--- src/rtl/sad_pkg.sv ---
// rtl/sad_pkg.sv - shared encodings, record bytes and state constants for the result sender
package sad_pkg;

  localparam logic [1:0] SEND_IDLE    = 2'b00;
  localparam logic [1:0] SEND_MATCH   = 2'b01;
  localparam logic [1:0] SEND_NOMATCH = 2'b10;
  localparam logic [1:0] SEND_DONE    = 2'b11;

  localparam logic [7:0] REC_MATCH    = 8'h4D;
  localparam logic [7:0] REC_NOMATCH  = 8'h4E;
  localparam logic [7:0] REC_DONE     = 8'h44;

  typedef logic [2:0] state_t;
  localparam state_t ST_IDLE  = 3'd0;
  localparam state_t ST_START = 3'd1;
  localparam state_t ST_DATA  = 3'd2;
  localparam state_t ST_STOP  = 3'd3;
  localparam state_t ST_DONE  = 3'd4;

  function automatic logic [7:0] record_header(input logic [1:0] code);
    case (code)
      SEND_MATCH:   return REC_MATCH;
      SEND_NOMATCH: return REC_NOMATCH;
      default:      return REC_DONE;
    endcase
  endfunction

endpackage

--- src/rtl/uart_tx_byte.sv ---
// rtl/uart_tx_byte.sv - 8N1 byte serializer with load/done handshake and registered line
module uart_tx_byte
  import sad_pkg::*;
#(
  parameter int CLKS_PER_BIT = 868
) (
  input  logic       clock,
  input  logic       reset,
  input  logic       i_load,
  input  logic [7:0] i_data,
  output logic       o_tx,
  output logic       o_done
);

  localparam logic [11:0] BAUD_MAX = 12'(CLKS_PER_BIT - 1);

  state_t      r_state;
  logic [11:0] r_baud;
  logic [2:0]  r_bit;
  logic [7:0]  r_shift;
  logic        r_tx;
  logic        w_bit_end;

  assign w_bit_end = (r_baud == BAUD_MAX);
  // Asserted in the last cycle of the stop bit so a following load starts the next frame seamlessly.
  assign o_done    = (r_state == ST_STOP) && w_bit_end;
  assign o_tx      = r_tx;

  always_ff @(posedge clock or negedge reset) begin
    if (!reset) begin
      r_state <= ST_IDLE;
      r_baud  <= 12'd0;
      r_bit   <= 3'd0;
      r_shift <= 8'd0;
      r_tx    <= 1'b1;
    end else if (i_load) begin
      r_state <= ST_START;
      r_baud  <= 12'd0;
      r_bit   <= 3'd0;
      r_shift <= i_data;
      r_tx    <= 1'b0;
    end else begin
      r_baud <= w_bit_end ? 12'd0 : r_baud + 12'd1;
      case (r_state)
        ST_START: begin
          if (w_bit_end) begin
            r_state <= ST_DATA;
            r_tx    <= r_shift[0];
          end
        end
        ST_DATA: begin
          if (w_bit_end) begin
            if (r_bit == 3'd7) begin
              r_state <= ST_STOP;
              r_tx    <= 1'b1;
            end else begin
              r_bit   <= r_bit + 3'd1;
              r_shift <= {1'b0, r_shift[7:1]};
              r_tx    <= r_shift[1];
            end
          end
        end
        ST_STOP: begin
          if (w_bit_end) begin
            r_state <= ST_IDLE;
            r_tx    <= 1'b1;
          end
        end
        default: begin
          r_state <= ST_IDLE;
          r_baud  <= 12'd0;
          r_tx    <= 1'b1;
        end
      endcase
    end
  end

endmodule

--- src/rtl/uart_result_sender.sv ---
// rtl/uart_result_sender.sv - sequences match/no-match/done records onto the UART serializer
module uart_result_sender
  import sad_pkg::*;
#(
  parameter int CLKS_PER_BIT = 868
) (
  input  logic        clock,
  input  logic        reset,
  input  logic [1:0]  UARTsend,
  input  logic [11:0] ROMtoRead,
  output logic        UARTsendComplete,
  output logic        UARTtx,
  output logic        busy
);

  state_t      r_state;
  logic        r_armed;
  logic [1:0]  r_code;
  logic [11:0] r_addr;
  logic [1:0]  r_byte_idx;

  logic        w_accept;
  logic        w_last;
  logic        w_byte_done;
  logic        w_load;
  logic [7:0]  w_next_byte;
  logic [7:0]  w_load_data;

  assign w_accept    = (r_state == ST_IDLE) && r_armed && (UARTsend != SEND_IDLE);
  assign w_last      = (r_code != SEND_MATCH) || (r_byte_idx == 2'd2);
  assign w_next_byte = (r_byte_idx == 2'd0) ? {4'h0, r_addr[11:8]} : r_addr[7:0];
  // The header byte comes straight from the request so the start bit begins one edge after acceptance.
  assign w_load      = w_accept || ((r_state == ST_DATA) && w_byte_done && !w_last);
  assign w_load_data = w_accept ? record_header(UARTsend) : w_next_byte;

  assign busy             = (r_state != ST_IDLE);
  assign UARTsendComplete = (r_state == ST_DONE);

  uart_tx_byte #(
    .CLKS_PER_BIT(CLKS_PER_BIT)
  ) u_tx_byte (
    .clock  (clock),
    .reset  (reset),
    .i_load (w_load),
    .i_data (w_load_data),
    .o_tx   (UARTtx),
    .o_done (w_byte_done)
  );

  always_ff @(posedge clock or negedge reset) begin
    if (!reset) begin
      r_state    <= ST_IDLE;
      r_armed    <= 1'b0;
      r_code     <= SEND_IDLE;
      r_addr     <= 12'd0;
      r_byte_idx <= 2'd0;
    end else begin
      case (r_state)
        ST_IDLE: begin
          if (w_accept) begin
            r_state    <= ST_DATA;
            r_armed    <= 1'b0;
            r_code     <= UARTsend;
            r_addr     <= ROMtoRead;
            r_byte_idx <= 2'd0;
          end else if (UARTsend == SEND_IDLE) begin
            r_armed <= 1'b1;
          end
        end
        ST_DATA: begin
          if (w_byte_done) begin
            if (w_last) begin
              r_state <= ST_DONE;
            end else begin
              r_byte_idx <= r_byte_idx + 2'd1;
            end
          end
        end
        default: r_state <= ST_IDLE;
      endcase
    end
  end

endmodule
--- config.mk ---
export PLATFORM = sky130hd
export DESIGN_NAME = uart_result_sender
export DESIGN_NICKNAME = d
export VERILOG_FILES = /design/src/rtl/sad_pkg.sv /design/src/rtl/uart_tx_byte.sv /design/src/rtl/uart_result_sender.sv
export SDC_FILE = /design/constraint.sdc
export NUM_CORES = 1
export LEC_CHECK = 0
export ABC_AREA = 1
export ABC_CLOCK_PERIOD_IN_PS = 2000
export CAP_MARGIN = 20
export CORE_MARGIN = 5
export CORE_UTILIZATION = 35
export CTS_BUF_LIST = sky130_fd_sc_hd__clkbuf_4 sky130_fd_sc_hd__clkbuf_8
export CTS_CLUSTER_SIZE = 25
export DETAILED_ROUTE_END_ITERATION = 10
export GPL_TIMING_DRIVEN = 1
export PLACE_DENSITY = 0.61
export SLEW_MARGIN = 30
export SYNTH_ARGS = -nofsm -noshare
export SYNTH_HDL_FRONTEND = slang
export SYNTH_SLANG_ARGS = --single-unit
--- constraint.sdc ---
create_clock -name clock -period 2 [get_ports clock]
set_input_delay 0.3 -clock clock [delete_from_list [all_inputs] [get_ports clock]]
set_output_delay 0.3 -clock clock [all_outputs]
set_load 0.1 [all_outputs]
==> results.json <==
{
  "rsz0062_at_grt": "no",
  "nNetsFinal": 342,
  "crit_end": "u_tx_byte.r_baud[10]$_DFF_PN0_",
  "crit_cells": 10,
  "cts_root_buf": "clkbuf_8",
  "max-slew-margin-rel": 0.603,
  "cp-startpoint": "u_tx_byte.r_baud[0]$_DFF_PN0_",
  "crit_arrival_ns": 1.97,
  "ys_seq_elements": 45,
  "numPlacedInstances": 403,
  "dr.pass1.iters": 4,
  "slowest_delay_ns": 0.41,
  "leakagePower_nw": 1.39,
  "coreArea_um2": 6790,
  "async_flop_share": 1.00,
  "cts_max_path_buffers": 2,
  "drv_cap": 0,
  "setup_viol": 0,
  "period_needed_ns": 1.77,
  "num_vias": 1904,
  "drt_drc_violations_left": 0,
  "drt-total-wl_um": 4750,
  "fin_cells": 411,
  "start_util": 0.361,
  "diodes": 0,
  "start_kind": "register",
  "syn_nets": 312,
  "yosysSeqAreaShare": 0.460,
  "cts-htree-levels": 2,
  "worst_pin_slew_ns": 0.596,
  "wl_met1_um": 2180,
  "dr_wl_met2_um": 2340,
  "gp_congestion": 0.863,
  "routed.top_layer": "met4",
  "fin_ws_ns": 0.235,
  "cp.buffers_inverters": 1,
  "grt_remaining_overflow": 0,
  "finClkSkew_ns": 0.00923,
  "synth_edf_count": 0,
  "routed-wl-met3_um": 177,
  "synth_commonest_cells": "nand2_1, dfrtp_1, nor2_1, inv_1, nand3_1",
  "drive_gt1_frac": 0.187,
  "grt_use_total": 0.125,
  "final_max_slew_viol_count": 0,
  "reg2reg_depth": 10,
  "power_mw": 1.55,
  "syn_avg_cell_area_um2": 8.64,
  "clock_sinks": 45,
  "num_io_pins": 19,
  "critPathSlowestCell": "dfrtp_1",
  "dp_hpwl_um": 3440,
  "cp_common_cell": "nand2_2",
  "critPathKind": "reg2reg",
  "timing.final.crit_share": 0.883,
  "dieWidth_um": 93.7,
  "place_ws_ns": -0.124,
  "r2r_setup_slack_ns": 0.23,
  "timing.rr.end": "u_tx_byte.r_baud[10]$_DFF_PN0_",
  "syn_area_um2": 2450,
  "fin_area_um2": 2930,
  "placed_area_um2": 2820,
  "status": "finished clean",
  "area_growth_pct": 19.6,
  "grt_pass1_wl_um": 8900,
  "ys_warn_count": 0,
  "synthFlopType": "dfrtp_1",
  "avgViaCountPerCell": 4.63,
  "cp_max_fo": 25,
  "tritoncts": "yes",
  "antenna_found_initial": 0,
  "crit_family": "simple AND/OR/NAND/NOR gates",
  "max_freq_mhz": 566,
  "powerDensity_nw_per_um2": 529,
  "crit_required_ns": 2.21,
  "syn_inst": 284,
  "clk_pin_slew_worst_paths_ns": 0.09,
  "ant_nets": 0,
  "min_path_type": "in2async",
  "r2r_start": "u_tx_byte.r_baud[0]$_DFF_PN0_",
  "hold_viol": 0,
  "yosys.area.top_type": "dfrtp_1",
  "yosysTopAreaCellShare": 0.449,
  "drt-wirelength-per-cell_um": 11.6,
  "critPathCaptureType": "register",
  "grt_pass1_vias": 2050,
  "synthTopCellsByArea": "dfrtp_1, nand2_1, ha_1",
  "yosysMostFrequentCell": "nand2_1",
  "die-area_um2": 8780,
  "cp_cell_sequence": "ha_1, inv_1, nor2_1, nand2_2, nor2_4, nand3_2, nand2_2, nand2_4, nand3_4, nor3_1",
  "vdd_drop_max_uv": 462,
  "insertion_delay_ns": 0.30,
  "grt_max_degree": 46,
  "die_h_um": 93.7,
  "rows": 30,
  "drt_iter0_markers": 106,
  "ys_types": 35,
  "cts_hold_repair.buffers": 0,
  "cts_buffers": 5,
  "portBuffers": 18
}
[through the flow]
step | hold slack (ns) | utilization | TNS [ns]
2_1_floorplan | 0.00441 | - | 0
3_3_place_gp | 0.433 | 0.416 | -1.84
3_5_place_dp | 0.433 | 0.416 | -2.61
4_1_cts | 0.107 | 0.429 | 0
5_1_grt | 0.135 | 0.432 | 0
6_report | 0.0925 | 0.432 | 0
[sequential cells by signal (all words and copies together), names as in the netlist]
signal	count
r_addr	12
r_armed	1
r_byte_idx	2
r_code	2
r_state	2
u_tx_byte.o_tx	1
u_tx_byte.r_baud	12
u_tx_byte.r_bit	3
u_tx_byte.r_shift	8
u_tx_byte.r_state	2
[report_power, final]
part | internal [mW] | switching, mW | leakage, nW | total [mW]
Sequential | 0.910 | 0.000705 | 0.568 | 0.911
Combinational | 0.0346 | 0.0268 | 0.772 | 0.0614
Clock | 0.273 | 0.308 | 0.0491 | 0.581
Total | 1.22 | 0.335 | 1.39 | 1.55
[cell type report]
cell class / count / area, µm²
Inverter: 33 / 124
Timing Repair Buffer: 30 / 295
Sequential cell: 45 / 1130
Fill cell: 670 / 3860
Clock inverter: 1 / 5.00
Clock buffer: 7 / 83.8
Multi-Input combinational cell: 199 / 1180
Tap cell: 96 / 120
[cell families (layout without fill, tap and decap cells)]
| group | Yosys count | count (layout) | share of synthesized area |
|---|---|---|---|
| AOI/OAI and AO/OA | 29 | 29 | 0.0791 |
| xor gates and xnor gates | 6 | 6 | 0.0214 |
| adders and majority gates | 12 | 12 | 0.0612 |
| buffers and inverters | 40 | 71 | 0.0684 |
| DFF | 45 | 45 | 0.460 |
| muxes | 9 | 9 | 0.0413 |
| and+or+nand+nor | 143 | 143 | 0.269 |
[metal layers]
layer,vias to the layer above,global-route usage
met5,-,0
met4,0,0.0457
met3,7,0.0304
met2,27,0.218
met1,891,0.149
li1,979,-
[cells in the final DEF, fill, tap and decap left out, drive strengths merged]
master          n
nand3b          1
inv            32
nor3b           1
o31ai           1
xor2            5
dfrtp          44
nand3          17
clkbuf          7
clkdlybuf4s50  14
clkinv          2
buf            16
nor3            8
o21ai          13
xnor2           1
mux2            9
a31oi           4
nor2           32
dfstp           1
ha             12
nand4           7
and3            1
nand2          76
a21oi           3
o211ai          8
[worst min-delay path by stage]
| stage | from | endpoint | slack [ns] | cells past startpoint |
|---|---|---|---|---|
| 4_1_cts | reset | u_tx_byte.r_baud[4]$_DFF_PN0_ | 0.11 | 2 |
| 3_5_place_dp | reset | u_tx_byte.r_baud[4]$_DFF_PN0_ | 0.43 | 2 |
| 5_1_grt | reset | u_tx_byte.r_bit[0]$_DFFE_PN0P_ | 0.14 | 2 |
| 6_report | reset | r_byte_idx[1]$_DFFE_PN0P_ | 0.09 | 2 |
| 2_1_floorplan | reset | r_addr[0]$_DFFE_PN0P_ | 0.004 | 0 |
| 3_3_place_gp | reset | u_tx_byte.r_baud[2]$_DFF_PN0_ | 0.43 | 2 |
[repair_timing]
item | 4_1_cts | 5_1_grt
setup buffers | 0 | 0
resized for setup | 0 | 3
setup endpoints to repair | 0 | 5
(Power assumes the default switching activity.)
